File: src/rtl/chess_turn_controller.sv
// Chess clock turn arbiter: synchronises and debounces the player/pause buttons,
// then runs the game FSM that enables one player's countdown timer at a time.
module chess_turn_controller #(
    parameter int DEBOUNCE_CYCLES  = 500000,
    parameter int MOVE_COUNT_WIDTH = 8
) (
    input  logic                        clock,
    input  logic                        reset,
    input  logic                        btn_white,
    input  logic                        btn_black,
    input  logic                        btn_pause,
    input  logic                        timeout_white,
    input  logic                        timeout_black,
    output logic                        flag_white,
    output logic                        flag_black,
    output logic                        paused,
    output logic                        game_over,
    output logic                        winner,
    output logic [MOVE_COUNT_WIDTH-1:0] move_count
);
    localparam int                CNT_W   = $clog2(DEBOUNCE_CYCLES + 1);
    localparam logic [CNT_W-1:0]  CNT_MAX = CNT_W'(DEBOUNCE_CYCLES - 1);

    typedef enum logic [2:0] {
        S_IDLE,
        S_WHITE_RUN,
        S_BLACK_RUN,
        S_PAUSED,
        S_OVER
    } state_t;

    // Button lanes: [0] white, [1] black, [2] pause
    logic [2:0]       w_raw;
    logic [2:0]       r_sync1;
    logic [2:0]       r_sync2;
    logic [2:0]       r_deb;
    logic [2:0]       r_deb_d;
    logic [CNT_W-1:0] r_cnt [0:2];
    logic [2:0]       w_press;

    state_t                      r_state;
    state_t                      w_state_next;
    logic                        r_resume_black;
    logic                        w_resume_next;
    logic                        r_winner;
    logic                        w_winner_next;
    logic [MOVE_COUNT_WIDTH-1:0] r_move_count;
    logic [MOVE_COUNT_WIDTH-1:0] w_move_next;
    logic [MOVE_COUNT_WIDTH-1:0] w_move_inc;

    assign w_raw = {btn_pause, btn_black, btn_white};

    always_ff @(posedge clock) begin
        if (reset) begin
            r_sync1 <= '0;
            r_sync2 <= '0;
            r_deb   <= '0;
            r_deb_d <= '0;
            for (int i = 0; i < 3; i++) begin
                r_cnt[i] <= '0;
            end
        end else begin
            r_sync1 <= w_raw;
            r_sync2 <= r_sync1;
            r_deb_d <= r_deb;
            // Any bounce back to the accepted level restarts the stability count
            for (int i = 0; i < 3; i++) begin
                if (r_sync2[i] != r_deb[i]) begin
                    if (r_cnt[i] == CNT_MAX) begin
                        r_deb[i] <= r_sync2[i];
                        r_cnt[i] <= '0;
                    end else begin
                        r_cnt[i] <= r_cnt[i] + 1'b1;
                    end
                end else begin
                    r_cnt[i] <= '0;
                end
            end
        end
    end

    assign w_press    = r_deb & ~r_deb_d;
    assign w_move_inc = (r_move_count == '1) ? r_move_count : r_move_count + 1'b1;

    always_ff @(posedge clock) begin
        if (reset) begin
            r_state        <= S_IDLE;
            r_resume_black <= 1'b0;
            r_winner       <= 1'b0;
            r_move_count   <= '0;
        end else begin
            r_state        <= w_state_next;
            r_resume_black <= w_resume_next;
            r_winner       <= w_winner_next;
            r_move_count   <= w_move_next;
        end
    end

    // Within a cycle: timeout beats a move press, which beats pause
    always_comb begin
        w_state_next  = r_state;
        w_resume_next = r_resume_black;
        w_winner_next = r_winner;
        w_move_next   = r_move_count;
        case (r_state)
            S_IDLE: begin
                if (w_press[1]) begin
                    w_state_next = S_WHITE_RUN;
                end
            end
            S_WHITE_RUN: begin
                if (timeout_white) begin
                    w_state_next  = S_OVER;
                    w_winner_next = 1'b1;
                end else if (w_press[0]) begin
                    w_state_next = S_BLACK_RUN;
                    w_move_next  = w_move_inc;
                end else if (w_press[2]) begin
                    w_state_next  = S_PAUSED;
                    w_resume_next = 1'b0;
                end
            end
            S_BLACK_RUN: begin
                if (timeout_black) begin
                    w_state_next  = S_OVER;
                    w_winner_next = 1'b0;
                end else if (w_press[1]) begin
                    w_state_next = S_WHITE_RUN;
                    w_move_next  = w_move_inc;
                end else if (w_press[2]) begin
                    w_state_next  = S_PAUSED;
                    w_resume_next = 1'b1;
                end
            end
            S_PAUSED: begin
                if (w_press[2]) begin
                    w_state_next = r_resume_black ? S_BLACK_RUN : S_WHITE_RUN;
                end
            end
            S_OVER: begin
                w_state_next = S_OVER;
            end
            default: begin
                w_state_next = S_IDLE;
            end
        endcase
    end

    assign flag_white = (r_state == S_WHITE_RUN);
    assign flag_black = (r_state == S_BLACK_RUN);
    assign paused     = (r_state == S_PAUSED);
    assign game_over  = (r_state == S_OVER);
    assign winner     = r_winner;
    assign move_count = r_move_count;
endmodule

File: config.mk
export PLATFORM = sky130hd
export DESIGN_NAME = chess_turn_controller
export DESIGN_NICKNAME = d
export VERILOG_FILES = /design/src/rtl/chess_turn_controller.sv
export SDC_FILE = /design/constraint.sdc
export NUM_CORES = 1
export LEC_CHECK = 0
export CORE_ASPECT_RATIO = 0.6
export CORE_MARGIN = 2
export CORE_UTILIZATION = 56
export DETAILED_ROUTE_END_ITERATION = 8
export PLACE_DENSITY = 0.81
export SLEW_MARGIN = 20
export SYNTH_ARGS = -nofsm -noshare
export SYNTH_HDL_FRONTEND = slang
export SYNTH_SLANG_ARGS = --single-unit
File: constraint.sdc
create_clock -name clock -period 7.6 [get_ports clock]
set_input_delay 2.28 -clock clock [delete_from_list [all_inputs] [get_ports clock]]
set_output_delay 2.28 -clock clock [all_outputs]
set_load 0.005 [all_outputs]
==> metrics, run 1 <==
status=complete, no violations; Layout Nets=522; CP Max Fanout=15; Initial Util=0.590; leak pwr=1.75 nW; largest family of logic cells by synthesized area=simple AND/OR/NAND/NOR gates; Seq/Total Area, Yosys=0.508; endpoints failing setup=0; met2 GRT Util=0.326; gr usage total=0.215; final hold violation count=0; PortBufs=19; Clock Skew=0.00493 ns; Worst EP arrival=about 2 ns; setup TNS=0 ns; First-pass DRT Iterations=4; placed inst area=4820 µm²; unrepaired setup endpoints after global routing=no; synth top area cells=edfxtp_1 (39%), dfxtp_1 (11%), nor2_1 (4.3%), xnor2_1 (4.0%), xor2_1 (3.8%); worst hold path type=register to register; drt drc=0; CTS tree=yes; number of vias per cell=5.46; CTS Hold Buffers Added=0; PD cells=194 nW/µm²; Mean Syn Cell Area=9.88 µm²; GP Congestion=just under 0.9; Peak VDD IR=0.137 mV; Num CTS Buffers=9; slew margin rel.=0.366; clock slew at reported path FFs=0.06 ns; crit share post-route=0.571; Layout area overhead=18.2%; Resize count post-CTS=0; GR Layer Usage met3=0.0653; Seq cells post-synth=82; Avg WL per Cell=13.5 µm; First DRT Iteration DRCs=229; die span in y=72.3 µm; Worst setup EP type=primary output; largest net degree at the start of global routing=28; CTS HTree Levels=3; Synth async-reset ratio=0; Crit Path Class=register to primary output; synthesized area=4360 µm²; crit path launch type=register; top cell type's share of synthesized area=0.393; number of antenna violations at the first check in global routing=0; clk sinks=around 80; worst reg-to-reg setup slack=4.96 ns; EDFF count, synth=57; post-route ant nets=0; first-pass GRT wire length=14500 µm; Synth cell types=45; Final Max Slew Viols=0; layout cells sized above 1=0.0640; Die W=118 µm; Mapped Cells=~440; busiest grt layer=met2; Post-CTS Setup Inserts=0; largest area contributor in the netlist=edfxtp_1; Routed WL=8350 µm; number of max-cap violations=0; Top FF cell, synth=edfxtp_1; via count=around 3400; DIE AREA=about 8500 µm²; clk_lat worst skew=0.34 ns; YS warnings=0; num rows=24; Compound-Gate Fraction of Synth Area=0.102; Final Instance Area=5150 µm²; # diodes=0; Post-DP HPWL=5820 µm; Synth Area in Simple Gates=0.265; core area=7390 µm²; Worst EP required=5.32 ns; Adder-Cell Fraction of Synth Area=0.0115; Root Buffer=clkbuf_16; total grt overflow=0; f_max=231 MHz; grt met1 use=0.300; most common cell in the synthesized netlist=edfxtp_1; worst hold slack=0.441 ns; Commonest cells post-synth=edfxtp_1 (57), nor2_1 (50), a21oi_1 (31); post-synthesis mux area share=0.00258; Tmin final=4.34 ns; Ports=20; number of global-route vias before repair=3154; clock buffer depth=2; post-synthesis xor/xnor area fraction=0.0784; Worst Max-Slew Pin Slew=roughly 0.95 ns
routing by layer:
| metal | up-vias | part of all wire |
|---|---|---|
| li1 | 1715 | - |
| met3 | 8 | 0.046 |
| met4 | 0 | 0.012 |
| met2 | 71 | 0.43 |
| met1 | 1589 | 0.51 |
| met5 | - | 0 |
cells by family (layout without fill, tap and decap cells):
family | after synthesis | after routing
AO/OA/AOI/OAI | 73 | 73
XOR/XNOR | 39 | 39
adder cells (fa/ha/maj) | 4 | 4
buffers and inverters | 34 | 53
flip-flops | 82 | 82
multiplexers | 1 | 1
other | 1 | 57
AND/OR/NAND/NOR | 207 | 207
worst max-delay path, stage by stage (launching register included):
cell,delay (ns)
dfxtp_1,0.62
nor3b_1,0.49
clkdlybuf4s50_1,0.60
final timing paths:
| check | start | to | cells past startpoint |
|---|---|---|---|
| hold / removal | r_sync1[0] | r_sync2[0] | 1 |
| setup reg to reg | r_cnt[0][11] | r_cnt[0][10] | 4 |
| hold reg to reg | r_sync1[0] | r_sync2[0] | 1 |
| setup / recovery | r_state[1] | flag_black | 2 |
per-stage QoR:
stage                util  instances  worst slack [ns]  power (W)
floorplan               -        497              3.64   0.000538
CTS                 0.697        620              3.31    0.00101
finish              0.697        620              3.26    0.00100
detailed placement  0.653        604              3.22   0.000549
global placement    0.652        604              3.06   0.000548
global route        0.697        620              3.19    0.00103
final cells by class:
cell class	instances	area [µm²]
Fill cell	576	2240
Timing Repair Buffer	20	198
Clock buffer	14	317
Tap cell	104	130
Inverter	17	63.8
Sequential cell	82	2210
Multi-Input combinational cell	381	2220
Clock inverter	2	11.3
report_power, final:
group          internal (W)  switching [W]   total, W
Sequential         0.000492      0.0000160   0.000508
Clock              0.000288       0.000172   0.000460
Combinational     0.0000141      0.0000191  0.0000331
state kept, by name (all words and copies together), names as in the netlist:
| register | count |
|---|---|
| r_sync2 | 3 |
| winner | 1 |
| r_state | 3 |
| r_cnt | 57 |
| r_sync1 | 3 |
| r_deb_d | 3 |
| move_count | 8 |
| r_resume_black | 1 |
| r_deb | 3 |
cells in the final DEF (no fill, tap or decap), types with 6 or more instances in the layout:
master           instances
nor2_1                  50
nor4_1                  10
nor2b_1                 13
xnor2_1                 20
clkdlybuf4s50_1         19
or4_1                    9
a31o_2                   7
nand4_1                 18
nand3_1                 25
conb_1                  57
inv_1                   17
nand2_1                 23
clkbuf_16               11
and4_1                   8
or3_1                   13
dfxtp_1                 25
edfxtp_1                57
o31ai_1                  7
xor2_1                  19
o21ai_0                 17
and3_1                   6
a21oi_1                 31
Note: power is estimated with default switching activity, not from simulation.
==> run 2: changes to the inputs <==
Settings changed: CORE_UTILIZATION 56 to 55, PLACE_DENSITY 0.81 to 0.82.
Clock period 7.6 ns to 3.7 ns, I/O delays scaled along.
==> run 2 against run 1 <==
- worst setup slack worse by 2.7 ns
- worst hold slack better by 0.0081 ns
- wire length is 4.9% higher
- register-to-register slack worse by 3.9 ns
- sequential power is 100% higher
- clock skew is 0.0010 ns lower
- cell count is 0.81% higher
- clock-buffer cell count is 2 lower
- clock power is 87% higher
- critical path depth stayed put
==> metrics, run 2 (synthesized netlist as in run 1, its figures left out) <==
status=complete, no violations; Initial Util=0.559; Worst R2R End=r_cnt[0][17]; Worst EP required=2.59 ns; crit path launch type=register; final worst slack=between 0.5 and 0.6 ns; clock buffer depth=2; Tmin final=roughly 3.1 ns; layout cells sized above 1=0.0638; most frequent cells in the layout=edfxtp_1 (57), conb_1 (57), nor2_1 (50); Final Max Slew Viols=0; Ports=20; endpoints failing setup=0; Hold Path Cell Cnt=1; CTS tree=yes; HP Start=r_sync1[2]; Num CTS Buffers=9; Die W=between 100 and 150 µm; DIE AREA=8670 µm²; P_int=roughly 0.0016 W; clk sinks=82; num rows=25; gr usage total=0.215; clock slew at reported path FFs=0.06 ns; CTS HTree Levels=3; total grt overflow=0; f_max=between 300 and 400 MHz; die span in y=72.9 µm; # diodes=0; worst reg-to-reg setup slack=roughly 1.1 ns; CTS Hold Buffers Added=0; critical path's largest stage delay=0.61 ns; crit share post-route=0.838; Post-CTS Setup Inserts=0; Top reg by flops=r_cnt; DP Worst Slack=0.626 ns; GP Congestion=0.823; Layout Nets=between 500 and 600; Layout area overhead=17.6%; CP Max Fanout=14; core area=slightly below 8000 µm²; logic gate share of total power=0.036; leak pwr=between 1.5 and 2 nW; max reg flops=57; Worst Max-Slew Pin Slew=0.745 ns; clk_lat worst skew=0.33 ns; First DRT Iteration DRCs=311; CP max-delay cell=clkdlybuf4s50_1; slew margin rel.=0.503; PD cells=386 nW/µm²; Worst setup EP type=primary output; Peak VDD IR=0.266 mV; Hold Path End=r_sync2[2]; switching fraction of total power=0.214; CP Cell Sequence=nor3b_1 > clkdlybuf4s50_1; Crit Path Class=register to primary output; Clock Skew=between 0.003 and 0.004 ns; number of vias per cell=between 5 and 6; post-route ant nets=0; drt drc=0; worst hold slack=0.449 ns; Total Power=0.00198 W; via count=3427; setup TNS=0 ns; final hold violation count=0; R2R depth=4; clock network fraction of design power=0.436; worst hold path type=register to register; Routed WL=8760 µm; largest net degree at the start of global routing=27; NetSw=0.000424 W; sequential power share=0.528; number of max-cap violations=0; First-pass DRT Iterations=4; first-pass GRT wire length=14700 µm; Avg WL per Cell=14.0 µm; Worst EP arrival=slightly below 2 ns; PortBufs=19; Root Buffer=clkbuf_16; r2r startpoint=r_cnt[0][12]; unrepaired setup endpoints after global routing=no; number of global-route vias before repair=3241; Resize count post-CTS=0; number of antenna violations at the first check in global routing=0; # fillers=612; Post-DP HPWL=a little over 6000 µm
-- run 2: cell types whose count changed in the layout (fill, tap and decap cells not counted) --
cell       previous run  this run
buf_4                 1         2
clkbuf_1              0         1
clkbuf_16            11        10
clkbuf_8              3         1
clkinv_2              1         2
inv_4                 1         2
-- run 2: cell type report --
cell class,instances,area [µm²],share of cell area
Clock buffer,12,268,0.0522
Clock inverter,4,22.5,0.00439
Inverter,17,63.8,0.0125
Multi-Input combinational cell,381,2220,0.433
Sequential cell,82,2210,0.432
Tap cell,108,135,0.0264
Timing Repair Buffer,21,205,0.0400
-- run 2: worst max-delay path by stage --
stage                              from            end  slack (ns)  cells past startpoint
after floorplan           timeout_black  move_count[1]        0.91                      5
after global placement    timeout_white  move_count[4]        0.73                      6
after detailed placement  timeout_white  move_count[1]        0.63                      6
after CTS                    r_state[0]     flag_white        0.60                      2
after global routing         r_state[0]     flag_white        0.49                      2
final                        r_state[0]     flag_white        0.60                      2
-- run 2: per-stage QoR --
step	cells	cell area [µm²]	util
final	625	5120	0.658
after global placement	609	4830	0.620
after CTS	625	5120	0.658
after global routing	625	5120	0.658
after detailed placement	609	4830	0.621
after floorplan	497	4570	-
-- run 2: power by group through the flow --
stage	sequential, W	combinational (W)	clock, W
6_report	0.00104	0.0000706	0.000862
5_1_grt	0.00105	0.0000811	0.000915
4_1_cts	0.00104	0.0000687	0.000878
3_5_place_dp	0.00106	0.0000676	0
3_3_place_gp	0.00106	0.0000655	0
2_1_floorplan	0.00105	0.0000535	0
-- run 2: routing by layer --
layer | vias to the layer above | GRT usage | share of wire
met4 | 0 | 0.0820 | 0.021
met3 | 21 | 0.0586 | 0.046
met2 | 77 | 0.335 | 0.45
met1 | 1611 | 0.292 | 0.49
met5 | - | 0 | 0
li1 | 1718 | - | -
-- run 2: worst max-delay path: cells and delay by family, from the launching register on --
family / cells / cell delay, ns
buffers and inverters: 1 / 0.61
DFF: 1 / 0.56
and+or+nand+nor: 1 / 0.49
